[config.mk]
export PLATFORM = sky130hd
export DESIGN_NAME = ysyx22041405_ifu
export DESIGN_NICKNAME = d
export VERILOG_FILES = /design/src/rtl/ysyx22041405_pkg.sv /design/src/rtl/ysyx22041405_ifu_pcgen.sv /design/src/rtl/ysyx22041405_ifu.sv
export SDC_FILE = /design/constraint.sdc
export NUM_CORES = 1
export LEC_CHECK = 0
export CORE_MARGIN = 4
export CORE_UTILIZATION = 40
export DETAILED_ROUTE_END_ITERATION = 12
export PLACE_DENSITY = 0.73
export SYNTH_ARGS = -nofsm -noshare
export SYNTH_HDL_FRONTEND = slang
export SYNTH_SLANG_ARGS = --single-unit
[constraint.sdc]
create_clock -name clk_i -period 2.3 [get_ports clk_i]
set_input_delay 0.575 -clock clk_i [delete_from_list [all_inputs] [get_ports clk_i]]
set_output_delay 0.575 -clock clk_i [all_outputs]
set_load 0.005 [all_outputs]
[src/rtl/ysyx22041405_pkg.sv]
// Shared definitions for the ysyx22041405 instruction fetch unit.
package ysyx22041405_pkg;

  typedef enum logic [2:0] {
    StIdle,
    StReq,
    StWait,
    StDrop,
    StHold
  } fetch_state_e;

  localparam logic [31:0] DefaultResetPc = 32'h8000_0000;
  localparam int unsigned InstBytes      = 4;

endpackage

[src/rtl/ysyx22041405_ifu_pcgen.sv]
// Architectural PC register with next-pc selection (hold / +4 / redirect) and misalign flag.
module ysyx22041405_ifu_pcgen
  import ysyx22041405_pkg::*;
#(
  parameter int unsigned       Width   = 32,
  parameter logic [Width-1:0]  ResetPc = Width'(DefaultResetPc)
) (
  input  logic             clk_i,
  input  logic             rst_ni,
  input  logic             load_i,
  input  logic [Width-1:0] load_pc_i,
  input  logic             advance_i,
  output logic [Width-1:0] pc_o,
  output logic             misaligned_o
);

  logic [Width-1:0] pc_d, pc_q;

  // Redirect wins over sequential advance; +4 wraps silently at 2^Width.
  always_comb begin
    pc_d = pc_q;
    if (load_i) begin
      pc_d = load_pc_i;
    end else if (advance_i) begin
      pc_d = pc_q + Width'(InstBytes);
    end
  end

  always_ff @(posedge clk_i or negedge rst_ni) begin
    if (!rst_ni) begin
      pc_q <= ResetPc;
    end else begin
      pc_q <= pc_d;
    end
  end

  assign pc_o         = pc_q;
  assign misaligned_o = pc_q[1:0] != 2'b00;

endmodule

[src/rtl/ysyx22041405_ifu.sv]
// Instruction fetch unit: one outstanding imem request, single-entry buffer towards decode.
module ysyx22041405_ifu
  import ysyx22041405_pkg::*;
#(
  parameter int unsigned       Width   = 32,
  parameter logic [Width-1:0]  ResetPc = Width'(DefaultResetPc)
) (
  input  logic             clk_i,
  input  logic             rst_ni,
  output logic             imem_req_valid_o,
  input  logic             imem_req_ready_i,
  output logic [Width-1:0] imem_addr_o,
  input  logic             imem_resp_valid_i,
  input  logic [Width-1:0] imem_rdata_i,
  input  logic             imem_resp_err_i,
  input  logic             redirect_valid_i,
  input  logic [Width-1:0] redirect_pc_i,
  output logic             inst_valid_o,
  input  logic             inst_ready_i,
  output logic [Width-1:0] inst_o,
  output logic [Width-1:0] inst_pc_o,
  output logic             inst_fault_o
);

  fetch_state_e     state_d, state_q;
  logic [Width-1:0] inst_d, inst_q;
  logic [Width-1:0] inst_pc_d, inst_pc_q;
  logic             fault_d, fault_q;

  logic [Width-1:0] pc;
  logic             misaligned;
  logic             pc_load;
  logic             pc_advance;

  ysyx22041405_ifu_pcgen #(
    .Width   (Width),
    .ResetPc (ResetPc)
  ) u_pcgen (
    .clk_i        (clk_i),
    .rst_ni       (rst_ni),
    .load_i       (pc_load),
    .load_pc_i    (redirect_pc_i),
    .advance_i    (pc_advance),
    .pc_o         (pc),
    .misaligned_o (misaligned)
  );

  always_comb begin
    state_d          = state_q;
    inst_d           = inst_q;
    inst_pc_d        = inst_pc_q;
    fault_d          = fault_q;
    pc_load          = 1'b0;
    pc_advance       = 1'b0;
    imem_req_valid_o = 1'b0;
    inst_valid_o     = 1'b0;

    unique case (state_q)
      StIdle: begin
        state_d = StReq;
      end
      StReq: begin
        imem_req_valid_o = !redirect_valid_i && !misaligned;
        if (redirect_valid_i) begin
          pc_load = 1'b1;
        end else if (misaligned) begin
          // Misaligned PC never reaches memory; hand decode a faulting bubble instead.
          inst_d    = '0;
          inst_pc_d = pc;
          fault_d   = 1'b1;
          state_d   = StHold;
        end else if (imem_req_ready_i) begin
          state_d = StWait;
        end
      end
      StWait: begin
        if (imem_resp_valid_i) begin
          if (redirect_valid_i) begin
            pc_load = 1'b1;
            state_d = StReq;
          end else begin
            inst_d    = imem_rdata_i;
            inst_pc_d = pc;
            fault_d   = imem_resp_err_i;
            state_d   = StHold;
          end
        end else if (redirect_valid_i) begin
          pc_load = 1'b1;
          state_d = StDrop;
        end
      end
      StDrop: begin
        // Orphan response must drain before a new request keeps the single-outstanding rule.
        pc_load = redirect_valid_i;
        if (imem_resp_valid_i) begin
          state_d = StReq;
        end
      end
      StHold: begin
        inst_valid_o = 1'b1;
        if (redirect_valid_i) begin
          pc_load = 1'b1;
          state_d = StReq;
        end else if (inst_ready_i) begin
          pc_advance = 1'b1;
          state_d    = StReq;
        end
      end
      default: begin
        state_d = StIdle;
      end
    endcase
  end

  always_ff @(posedge clk_i or negedge rst_ni) begin
    if (!rst_ni) begin
      state_q   <= StIdle;
      inst_q    <= '0;
      inst_pc_q <= '0;
      fault_q   <= 1'b0;
    end else begin
      state_q   <= state_d;
      inst_q    <= inst_d;
      inst_pc_q <= inst_pc_d;
      fault_q   <= fault_d;
    end
  end

  assign imem_addr_o  = pc;
  assign inst_o       = inst_q;
  assign inst_pc_o    = inst_pc_q;
  assign inst_fault_o = fault_q;

endmodule

### Word level (Yosys, flattened, before mapping)

Cells that the tools add are included.

| storage, ports and cells | value |
|---|---|
| register bits | 100 |
| input port bits | 71 |
| logic and storage cells | 62 |

| cells by class | value |
|---|---|
| add/subtract/negate cells | 1 |
| eq/ne operators | 12 |
| multiplexer cells | 34 |
| reductions and logical operators | 10 |

Operators by type and width:

| operator | count |
|---|---|
| 32-bit two-way mux | 10 |
| 32-bit case mux with 2 select lines | 2 |
| 32-bit by 3-bit adder with 32-bit output, second input constant | 1 |
| 3-bit two-way mux | 9 |
| 3-bit case mux with 5 select lines | 1 |
| 1-bit two-way mux | 10 |
| 2-bit != test, second input constant | 5 |
| 5-bit AND reduction | 2 |
| 3-bit != test, second input constant | 3 |
| 3-bit by 2-bit equality test with 1-bit output, second input constant | 2 |
| 2-bit nonzero test | 3 |
| 1-bit case mux with 2 select lines | 2 |
| 3-bit by 1-bit equality test with 1-bit output, second input constant | 1 |
| 3-bit equality test, second input constant | 1 |
| 3-bit logical NOT | 1 |
| 3-bit OR reduction | 1 |
| 1-bit logical NOT | 2 |
| 1-bit logical AND | 1 |

### Depth between registers and ports, before layout

| depth | value |
|---|---|
| depth after elaboration | 5 |
| gate-level depth with buffers | 8 |
| gate-level depth less buffers | 6 |

### By module

A second synthesis with hierarchy kept.

| unflattened totals | value |
|---|---|
| cell total of the unflattened synthesis | 361 |
| area total of the unflattened synthesis | 4,350.4 um^2 |

By module, submodules not included:

| module | instances | cells each | area an instance (um^2) | sequential area each (um^2) |
|---|---|---|---|---|
| ysyx22041405_ifu | 1 | 168 | 2,598.7 | 1,701.6 |
| ysyx22041405_ifu_pcgen | 1 | 193 | 1,751.7 | 802.0 |

### Worst setup path after synthesis

No wires, ideal clock.

| timing | value |
|---|---|
| path type | flip-flop to flip-flop |
| from | register u_pcgen.pc_q[3], in the netlist u_pcgen.pc_o[3] |
| to | register u_pcgen.pc_q[26], in the netlist u_pcgen.pc_o[26] |
| arrival | 1.953 ns |
| data required time | 2.179 ns |
| setup slack | 0.226 ns |
| stages on the path, launching flop included | 7 |
| clock period less this slack | 2.074 ns |
| cells stage by stage | dfrtp_1 -> ha_1 -> nand3_1 -> or4_4 -> nor3_1 -> a32oi_1 -> o22a_1 |

| between the ends | value |
|---|---|
| cells in the longest elaborated chain, start to end | 3 |

RTL lines:

| what | RTL line | text |
|---|---|---|
| from (decl) | ysyx22041405_ifu_pcgen.sv:17 | `logic [Width-1:0] pc_d, pc_q;` |
| from (signal assigned) | ysyx22041405_ifu_pcgen.sv:31 | `pc_q <= ResetPc;` |
| from (signal assigned) | ysyx22041405_ifu_pcgen.sv:33 | `pc_q <= pc_d;` |
| 32-bit by 3-bit adder with 32-bit output | ysyx22041405_ifu_pcgen.sv:25 | `pc_d = pc_q + Width'(InstBytes);` |
| 32-bit two-way mux | ysyx22041405_ifu_pcgen.sv:24 | `end else if (advance_i) begin` |
| 32-bit two-way mux | ysyx22041405_ifu_pcgen.sv:22 | `if (load_i) begin` |

Every way passes these cells. The select of a mux whose other input is x is not followed.
A chain may end at the register's enable or synchronous reset.

### Worst setup path in the final report

| timing | value |
|---|---|
| from | register state_q[1] |
| to | output port inst_valid_o |

| between the ends | value |
|---|---|
| cells in the longest elaborated chain, start to end | 2 |

RTL lines:

| what | RTL line | text |
|---|---|---|
| from (decl) | ysyx22041405_ifu.sv:25 | `fetch_state_e state_d, state_q;` |
| from (signal assigned) | ysyx22041405_ifu.sv:117 | `state_q <= StIdle;` |
| from (signal assigned) | ysyx22041405_ifu.sv:122 | `state_q <= state_d;` |
| 3-bit equality test | ysyx22041405_ifu.sv:58 | `unique case (state_q)` |
| 1-bit two-way mux | ysyx22041405_ifu.sv:58 |  |
| to (decl) | ysyx22041405_ifu.sv:18 | `output logic inst_valid_o,` |

Every way passes these cells.

==> summary.txt <==
Pwr
  – Overall power: 8.694 mW
  – Clock share of power: 17.3%
  – Comb power frac: 47.4%
  – Sw Share: 34.26%
  – Peak supply drop: 0.6718 mV
  – Leakage: 2.939 nW
  – Sequential share of power: 35.3%
  – Pwr/cell area: 1219 nW/µm²
  – Switching power of the nets: 2.979 mW
  – Int Power: 5.715 mW

Global routing
  – First-pass GRT wire length: 22460 µm
  – GRT Residual Overflow: 0
  – Initial antenna violation count: 0
  – Vias in the first global route: 4529
  – Largest net degree at the start of global routing: 67
  – Gr usage total: 21.05%

Critical path
  – Worst r2r path cells: 6
  – CP Class: flip-flop to output pin
  – Arrival time of the worst setup path: 1.64 ns
  – Crit Path Max Fanout: 10
  – Worst path required time: 1.73 ns
  – Setup crit start kind: flip-flop
  – Crit path capture type: output pin

Clock tree
  – Clk buf depth: 2
  – Hold Buf Count CTS: 0
  – Clock slew at reported path FFs: 0.06 ns
  – TritonCTS clock tree: built
  – CTS HTree Levels: 3
  – CTS Root Buffer Type: clkbuf_16
  – Worst skew pair latency: 0.34 ns
  – TritonCTS Buffers: 9
  – CTS sink cnt: 100

Drt
  – DRC Markers: 0
  – Via count: 4507
  – 1st-iter DRT viols: 361
  – Vias per cell: 5.503
  – DRT Pass-1 Iters: 5
  – Antenna-violating nets left: 0
  – Routed WL: 14260 µm
  – DR WL/cell: 17.41 µm

Logic synthesis
  – Top FF cell, synth: dfrtp_1
  – Synth warn: 0
  – Mapped cell area: 4703 µm²
  – Most frequent cells after synthesis: dfrtp_1, nand2_1, o21ai_0
  – Synth Instances: 486
  – Post-Syn Nets: 558
  – FF+latch count, synth: 100
  – Post-synth EDFFs: 0
  – Top-area cell type share of the netlist area: 52.67%
  – Seq/Total Area, Yosys: 53.23%
  – Syn Area/Cell: 9.677 µm²
  – Most numerous cell in the Yosys netlist: dfrtp_1
  – Area leader, netlist: dfrtp_1
  – Ys async rst share: 100.0%
  – Post-synth cell types: 47
  – Synth top area cells: dfrtp_1, mux2_2, nand2_1

STA
  – Rel. slew slack: 58.96%
  – Final worst path period need: 2.215 ns
  – Final count of pins violating max slew: 0
  – Part of the cycle the worst path needs: 96.28%
  – Final Skew: 0.007473 ns
  – Max Freq: 451.6 MHz
  – Setup ws final: 0.08545 ns
  – Final Hold Viols: 0
  – Final setup violation count: 0
  – Fin Hold WS: 0.1625 ns
  – RSZ-0062 raised after global routing: no
  – Worst Max-Slew Pin Slew: 0.6100 ns

Floorplanning
  – Num ports: 170
  – Starting Density: 41.01%
  – Die Wd: 116.4 µm
  – Die height: 116.4 µm
  – Core ar.: 11470 µm²
  – Die area: 13560 µm²
  – FP Rows: 39

Finish
  – Cell area after layout: 7131 µm²
  – Post-Route Utilization: 62.18%
  – Fin nets: 743
  – Multi-input combinational cell area: 2044 µm²
  – Syn-to-layout area delta: 51.61%
  – Final-layout fill cell count: 976
  – Sequential Area: 2505 µm²
  – Share of cells above drive strength 1: 14.64%
  – # diodes: 0

Placement
  – IO buf count: 169
  – Final GP Congestion: 0.8492
  – Place WS: -0.2661 ns
  – HPWL after detailed placement: 10550 µm
  – Cell Area, Placed: 6813 µm²

Job
  – Max-capacitance violation count: 0

Outcome
  – Status: completed

Min path
  – Worst Hold Class: input port to async pin
==> layer usage <==
metal | wire [µm] | part of all wire (%) | global-route usage (%) | vias up
met5 | 0 | 0 | 0 | -
met4 | 379 | 2.7 | 7.966 | 0
met3 | 1401 | 9.8 | 5.181 | 35
met2 | 6612 | 46 | 33.98 | 229
met1 | 5866 | 41 | 27.48 | 2131
li1 | - | - | - | 2112
==> power by group through the flow <==
stage / clock network, mW / logic, mW / registers (mW)
final: 1.50 / 4.12 / 3.07
after global routing: 1.62 / 4.50 / 3.17
after CTS: 1.55 / 4.13 / 3.06
after floorplan: 0 / 1.71 / 3.05
after detailed placement: 0 / 4.10 / 3.08
after global placement: 0 / 4.01 / 3.04
==> registers in the layout, indices dropped and copies added, names as in the netlist <==
register / cells
state_q: 3
inst_o: 32
u_pcgen.pc_o: 32
inst_pc_o: 32
inst_fault_o: 1
==> path summary, 6_finish.rpt <==
path | start | endpoint | slack [ns]
setup / recovery | state_q[1] | inst_valid_o | 0.09
hold / removal | rst_ni | inst_o[24] | 0.16
setup reg to reg | u_pcgen.pc_o[2] | u_pcgen.pc_o[24] | 0.21
hold reg to reg | inst_o[30] | inst_o[30] | 0.48
max in group asynchronous | rst_ni | u_pcgen.pc_o[31] | 1.52
min in group clk_i | inst_o[30] | inst_o[30] | 0.48
==> what timing repair did <==
item,4_1_cts,5_1_grt
pin swaps,0,2
resized for setup,4,1
buffers inserted,0,1
setup endpoints to repair,2,35
hold endpoints to repair,0,0
==> placed cells by master, fill, tap and decap left out, types with 9 or more instances in the layout <==
cell type	n
a21oi_1	29
buf_4	34
clkbuf_16	9
clkdlybuf4s50_1	167
dfrtp_1	98
inv_1	16
mux2_2	31
nand2_1	85
nand3_1	10
nand4_1	12
nor2_1	22
o21ai_0	53
o22a_1	9
==> critical path: stages (launching register included) <==
cell and delay [ns]:
dfrtp_1 0.48, nor3b_2 0.27, clkdlybuf4s50_1 0.55
==> metrics by stage <==
stage / TNS [ns] / instances
2_1_floorplan: 0 / 486
3_3_place_gp: -8.313 / 802
3_5_place_dp: -11.92 / 802
4_1_cts: 0 / 818
5_1_grt: 0 / 819
6_report: 0 / 819
==> area by class of cell <==
type | count | share of cell area (%)
inverter | 16 | 0.8423
tap | 143 | 2.509
sequential | 100 | 35.13
clock buffer | 12 | 3.457
timing repair buffer | 208 | 28.71
clock inverter | 4 | 0.6843
multi-input combinational | 336 | 28.67
==> cell families after synthesis <==
family | after synthesis | share of synthesized area [%]
AND/OR/NAND/NOR | 164 | 16.15
AO/OA/AOI/OAI | 138 | 18.36
flip-flops | 100 | 53.23
buffers and inverters | 50 | 4.150
multiplexers | 33 | 7.848
adder cells (fa/ha/maj) | 1 | 0.2660
(Power assumes the default switching activity.)
